--- src/rtl/char_convert_seq_if.sv ---
// Handshake and result bus for the CHAR conversion engine.
interface char_convert_seq_if;
    logic        start;
    logic [29:0] in_mag;
    logic        busy;
    logic        done;
    logic [29:0] out_a;
    logic [29:0] out_x;

    modport master (output start, in_mag, input busy, done, out_a, out_x);
    modport slave  (input start, in_mag, output busy, done, out_a, out_x);
endinterface

--- src/rtl/char_convert_seq.sv ---
// MIX CHAR engine: emits ten decimal digits of a 30-bit magnitude, units first,
// one per clock, packing them as character codes into rA/rX images.
module char_convert_div10 (
    input  logic [29:0] value,
    output logic [29:0] quo,
    output logic [3:0]  rem
);
    assign quo = value / 30'd10;
    assign rem = 4'(value - quo * 30'd10);
endmodule

module char_convert_seq #(
    parameter int CHAR_BASE = 30,
    parameter int NDIGITS   = 10
) (
    input  logic                clk,
    input  logic                rst_n,
    char_convert_seq_if.slave   bus
);
    localparam int CW = $clog2(NDIGITS);

    typedef enum logic [1:0] {IDLE, RUN, DONE} state_t;

    state_t        state, state_nxt;
    logic [29:0]   value;
    logic [CW-1:0] cnt;
    logic [59:0]   shreg;
    logic [29:0]   out_a, out_x;

    logic [29:0]   quo;
    logic [3:0]    rem;
    logic [5:0]    ch;
    logic [59:0]   shreg_nxt;
    logic          last;

    char_convert_div10 u_div (.value(value), .quo(quo), .rem(rem));

    // Newest digit enters at the top; after ten shifts the units digit lands in bits 5:0.
    assign ch        = 6'(CHAR_BASE) + {2'b00, rem};
    assign shreg_nxt = {ch, shreg[59:6]};
    assign last      = (cnt == CW'(NDIGITS - 1));

    always_comb begin
        state_nxt = state;
        case (state)
            IDLE:    if (bus.start) state_nxt = RUN;
            RUN:     if (last) state_nxt = DONE;
            DONE:    state_nxt = bus.start ? RUN : IDLE;
            default: state_nxt = IDLE;
        endcase
    end

    always_ff @(posedge clk or negedge rst_n) begin
        if (!rst_n) state <= IDLE;
        else        state <= state_nxt;
    end

    always_ff @(posedge clk or negedge rst_n) begin
        if (!rst_n) begin
            value <= '0;
            cnt   <= '0;
            shreg <= '0;
            out_a <= '0;
            out_x <= '0;
        end else begin
            case (state)
                IDLE, DONE: begin
                    if (bus.start) begin
                        value <= bus.in_mag;
                        cnt   <= '0;
                    end
                end
                RUN: begin
                    value <= quo;
                    shreg <= shreg_nxt;
                    cnt   <= cnt + 1'b1;
                    if (last) begin
                        out_a <= shreg_nxt[59:30];
                        out_x <= shreg_nxt[29:0];
                    end
                end
                default: ;
            endcase
        end
    end

    assign bus.busy  = (state == RUN);
    assign bus.done  = (state == DONE);
    assign bus.out_a = out_a;
    assign bus.out_x = out_x;
endmodule

--- src/flat_wrapper.sv ---
// flat-port wrapper written by rule: the top's interface ports become plain ports
module char_convert_seq_flat 
#(
    parameter int CHAR_BASE = 30,
    parameter int NDIGITS   = 10
)
  (clk, rst_n, bus_start, bus_in_mag, bus_busy, bus_done, bus_out_a, bus_out_x);
  char_convert_seq_if bus_i ();
  input  logic clk;
  input  logic rst_n;
  input wire logic [$bits(bus_i.start)-1:0] bus_start;
  input wire logic [$bits(bus_i.in_mag)-1:0] bus_in_mag;
  output wire logic [$bits(bus_i.busy)-1:0] bus_busy;
  output wire logic [$bits(bus_i.done)-1:0] bus_done;
  output wire logic [$bits(bus_i.out_a)-1:0] bus_out_a;
  output wire logic [$bits(bus_i.out_x)-1:0] bus_out_x;
  assign bus_i.start = bus_start;
  assign bus_i.in_mag = bus_in_mag;
  assign bus_busy = bus_i.busy;
  assign bus_done = bus_i.done;
  assign bus_out_a = bus_i.out_a;
  assign bus_out_x = bus_i.out_x;
  char_convert_seq #(.CHAR_BASE(CHAR_BASE), .NDIGITS(NDIGITS)) u_core (.clk(clk), .rst_n(rst_n), .bus(bus_i));
endmodule
--- config.mk ---
export PLATFORM = sky130hd
export DESIGN_NAME = char_convert_seq_flat
export DESIGN_NICKNAME = d
export VERILOG_FILES = /design/src/rtl/char_convert_seq_if.sv /design/src/rtl/char_convert_seq.sv /design/src/flat_wrapper.sv
export SDC_FILE = /design/constraint.sdc
export NUM_CORES = 1
export LEC_CHECK = 0
export CAP_MARGIN = 20
export CORE_MARGIN = 5
export CORE_UTILIZATION = 35
export CTS_CLUSTER_DIAMETER = 100
export DETAILED_ROUTE_END_ITERATION = 8
export GPL_TIMING_DRIVEN = 0
export HOLD_SLACK_MARGIN = 0.06
export PLACE_DENSITY = 0.62
export SLEW_MARGIN = 25
export SYNTH_ARGS = -nofsm -noshare
export SYNTH_HDL_FRONTEND = slang
export SYNTH_SLANG_ARGS = --single-unit
--- constraint.sdc ---
create_clock -name clk -period 13.8 [get_ports clk]
set_input_delay 1.38 -clock clk [delete_from_list [all_inputs] [get_ports clk]]
set_output_delay 1.38 -clock clk [all_outputs]
set_load 0.03 [all_outputs]
* Word-level counts from Yosys, hierarchy flattened *
Cells that the tools add are included.

operators by class
  $add $sub $neg = 3
  multiply operators = 1
  div/mod/pow operators = 1
  eq/ne operators = 6
  mux-type cells = 8
  reduce and logical (&&, ||, !) cells = 6

operators with widths
  operator               number
  $pmux 30 s2            1
  $div 30x4->30 const B  1
  $mul 30x3->3 const B   1
  $mux 30                1
  $pmux 4 s2             1
  $add 5x4->6 const A    1
  $pmux 2 s3             1
  $reduce_and 2->1       3
  $add 4x1->4 const B    1
  $eq 4x4->1 const B     1
  $mux 2                 2
  $mux 4                 1
  $ne 2x2->1 const B     2
  $sub 4x4->4            1
  $eq 2x1->1 const B     1
  $eq 2x2->1 const B     1
  $logic_not 2->1        1
  $ne 2x1->1 const B     1
  $reduce_bool 2->1      1
  $reduce_or 2->1        1
  $mux 1                 1

word-level totals
  register bits after elaboration = 156
  input bits = 33
  output and inout port bits = 62
  word-level logic and storage cells = 31

* Longest topological paths before layout *
  word-level depth = 4
  gate-level depth with buffers = 55
  depth with buffers taken out = 42

* Cells and area by module *
A second synthesis with hierarchy kept.

unflattened totals
  cell total of the unflattened synthesis = 1392
  area, all modules = 11651.2 um^2

by module, submodules not included
  module              instances  cells each  area an instance (um^2)  seq. area each (um^2)
  char_convert_seq    1          517         5948.2                   3753.6
  char_convert_div10  1          875         5703.0                   0.0

* Worst setup path before layout *
No wires, ideal clock.

  path kind = register to register
  from = reg u_core.value[27]
  to = reg u_core.out_a[27], in the netlist u_core.bus.out_a[27]
  library setup time = 83 ps
  arrival = 11166 ps
  data required time = 13717 ps
  setup slack = 2552 ps
  cell stages (with the launch flop) = 49
  path buffers = 6
  period minus slack after synthesis = 11248 ps
  path through = dfrtp_1 buf_4 or2_1 o221ai_1 a221o_1 o21ai_0 a311o_1 and2_4 and3_1 or4_1 o32a_1 o211a_1 a221o_1 nor2_4 o2111ai_2 a211oi_4 nor2_2 mux4_2 [... 13 more ...] o21a_1 or2_1 and2_1 buf_6 o311a_1 nor4_4 ha_1 a21o_1 o32ai_1 a211oi_2 inv_1 ha_1 fa_1 xnor2_1 xnor2_1 inv_1 ha_1 o21ai_0

between the ends
  word-level cells in the longest chain between the ends = 4

ends and longest elaborated chain
  what                    RTL line                text
  start, declared         char_convert_seq.sv:25  logic [29:0] value;
  start signal, assigned  char_convert_seq.sv:69  value <= bus.in_mag;
  start signal, assigned  char_convert_seq.sv:74  value <= quo;
  $div 30x4->30           char_convert_seq.sv:8   assign quo = value / 30'd10;
  $mul 30x3->3            char_convert_seq.sv:9   assign rem = 4'(value - quo * 30'd10);
  $sub 4x4->4             char_convert_seq.sv:9
  $add 5x4->6             char_convert_seq.sv:39  assign ch = 6'(CHAR_BASE) + {2'b00, rem};
  end signal, assigned    char_convert_seq.sv:78  out_a <= shreg_nxt[59:30];
  end, declared           char_convert_seq.sv:28  logic [29:0] out_a, out_x;

Every way passes these cells.
A chain may end at the register's enable or synchronous reset.

* Worst setup path in the final report *
  from = reg u_core.value[29]
  to = reg u_core.shreg[57]

between the ends
  word-level cells in the longest chain between the ends = 4

ends and longest elaborated chain
  what                  RTL line                text
  $div 30x4->30         char_convert_seq.sv:8
  $mul 30x3->3          char_convert_seq.sv:9
  $sub 4x4->4           char_convert_seq.sv:9
  $add 5x4->6           char_convert_seq.sv:39
  end signal, assigned  char_convert_seq.sv:75  shreg <= shreg_nxt;
  end, declared         char_convert_seq.sv:27  logic [59:0] shreg;

Every way passes these cells.

==> flow_summary.ini <==
[finish]
fin_util_pct = 42.5
fillers = 2998
drive_above_1_share_pct = 7.49
n_antenna_cell = 0
finalInstanceArea_um2 = 12600
multi_input_comb_area_um2 = 6270
nets = 1498
layout.cells.non_filler = 1859
seqCellArea_um2 = 3750
synthToLayoutAreaGrowth_pct = 19.4

[worst_setup_path]
end_kind = flip-flop
start_kind = flip-flop
cp.depth = 48
worst-setup-path-type = flip-flop to flip-flop
cp_top_family = compound AO/OA/AOI/OAI gates
path_buf_inv = 8
r2r_cells = 48
max_stage_delay_ns = 0.57
cp.arrival_ns = 13.19
crit_fanout = 10
critPathRequiredTime_ns = 14.13
cp_slowest_cell = mux4_2

[floorplan]
core_area_um2 = 29700
ios = 95
rows = 63
die_w_um = 184
die_area_um2 = 33800
start_util_pct = 35.6
die_h_um = 184

[clocking]
clk_latency_ns = 0.43
clk_pin_slew_ns = 0.06
cts_buffers = 17
cts_tree = done
postCtsHoldBufs = 0
cts_setup_buffers = 0
root_buffer = clkbuf_16
cts_buffer_depth = 2
numClockSinks = 150
ctsHtreeMaxLevel = 4

[synth]
synth_edf_count = 0
synth_cells = 1344
synth_area_leaders = dfrtp_1 (35%), nand2_1 (14%), o21ai_0 (3.3%)
synth-seq-cells = 150
post-synth-top-area-fraction_pct = 35.5
avgSynthCellArea_um2 = 7.87
ys_types = 110
synth_warnings = 0
yosysMostFrequentCell = nand2_1
yosysTopAreaCell = dfrtp_1
synth.yosys.seq_area_share_pct = 35.5
ys.flop_type = dfrtp_1
synth_nets = 1384
async_flop_share_pct = 100
netlist_area_um2 = 10600
synth_commonest_cells = nand2_1 (407), dfrtp_1 (150), clkbuf_1 (73)

[sta]
fin_crit_sh_pct = 93.2
period_needed_ns = 12.86
fin_worst_skew_ns = 0.0134
max-slew-margin-rel_pct = 36.7
drv_slew = 0
hold_viol = 0
finalSetupViolCount = 0
max_freq_mhz = 77.8
worstMarginPinSlew_ns = 0.945

[route]
ant_nets = 0
firstDrtPassIters = 6
drcViolationCount = 0
vias_per_cell = 5.73
routed_wl_um = 32800
vias = 10600
drt-initial-drc-count = 1123
wire_per_inst_um = 17.6

[placement]
portBuffers = 94
place.gp.congestion = 0.931
hpwl_um = 23800
placedCellCount = 1829
place_area_um2 = 12000

[run]
max-cap-violations = 0

[worst_hold_path]
hold_path_class = flip-flop to flip-flop
hold_depth = 2

[outcome]
status = finished, final reports clean

[global_route]
grt_max_degree = 83
grt.total_usage_pct = 19.2
grt_pass1_wl_um = 53700
grt_pass1_vias = 10200
overflow = 0
antenna_found_initial = 0
## through the flow
step / worst slack (ns) / setup TNS (ns) / hold WS, ns
after CTS: 0.748 / 0 / 0.468
final: 0.942 / 0 / 0.468
after floorplan: 2.55 / 0 / 0.439
after global routing: -0.0317 / -0.0317 / 0.501
after detailed placement: 0.783 / 0 / 0.456
after global placement: 0.846 / 0 / 0.457
## state kept, by name (all words and copies together), names as in the netlist
| register | flops |
|---|---|
| u_core.cnt | 4 |
| u_core.bus.out_x | 30 |
| u_core.value | 30 |
| u_core.bus.out_a | 30 |
| u_core.shreg | 54 |
| u_core.state | 2 |
## placed cells by master, fill, tap and decap left out, types with 11 or more instances in the layout
| cell | n |
|---|---|
| a211oi_1 | 14 |
| a21oi_1 | 41 |
| a221o_1 | 13 |
| a22oi_1 | 24 |
| a31oi_1 | 16 |
| and2_1 | 12 |
| and3_1 | 13 |
| buf_2 | 18 |
| clkbuf_1 | 75 |
| clkbuf_16 | 17 |
| clkdlybuf4s50_1 | 93 |
| dfrtp_1 | 150 |
| inv_1 | 31 |
| mux2i_1 | 12 |
| nand2_1 | 407 |
| nand3_1 | 34 |
| nand4_1 | 19 |
| nor2_1 | 46 |
| nor2b_1 | 11 |
| nor3_1 | 33 |
| nor4_1 | 14 |
| o211ai_1 | 14 |
| o21ai_0 | 70 |
| xnor2_1 | 16 |
## area by class of cell
class	instances	area share, %
Buffer	105	3.62
Clock buffer	21	3.64
Clock inverter	9	0.763
Inverter	35	1.04
Multi-Input combinational cell	1054	49.6
Sequential cell	150	29.7
Tap cell	390	3.86
Timing Repair Buffer	95	7.71
## per-layer routing
layer	routed length, um	vias up	track usage [%]
met3	2250	50	4.06
met5	0	-	0
met4	736	0	5.44
met2	14800	421	29.8
met1	15000	5094	27.2
li1	-	5084	-
## tightest hold or removal path, delay by kind of cell, from the launching register on
family,cells,cell delay [ns]
AND/OR/NAND/NOR,2,0.10
flip-flops,1,0.34
## worst paths after layout
| check | from | to | slack, ns |
|---|---|---|---|
| worst max-delay path | u_core.value[29] | u_core.shreg[57] | 0.94 |
| worst min-delay path | u_core.shreg[9] | u_core.bus.out_x[3] | 0.47 |
| worst max register to register | u_core.value[29] | u_core.shreg[57] | 0.94 |
| worst min register to register | u_core.shreg[9] | u_core.bus.out_x[3] | 0.47 |
| max in group asynchronous | rst_n | u_core.value[16] | 12.07 |
| min in group asynchronous | rst_n | u_core.bus.out_x[22] | 0.92 |
## logic make-up after synthesis
logic type / count (synthesis) / share of synthesized area (%)
flip-flops: 150 / 35.5
adder cells (fa/ha/maj): 10 / 1.18
AND/OR/NAND/NOR: 647 / 28.1
buffers and inverters: 140 / 5.57
multiplexers: 18 / 1.87
XOR/XNOR: 21 / 2.01
AO/OA/AOI/OAI: 358 / 25.8
## repair_timing
item                                    CTS  global route
endpoints found under the setup margin    0             8
resized for setup                         0             6
endpoints found under the hold margin     0             0
Power is left out: the tool's default activity adds up to more than one toggle a clock period on the data nets, which glitch-free logic cannot reach.
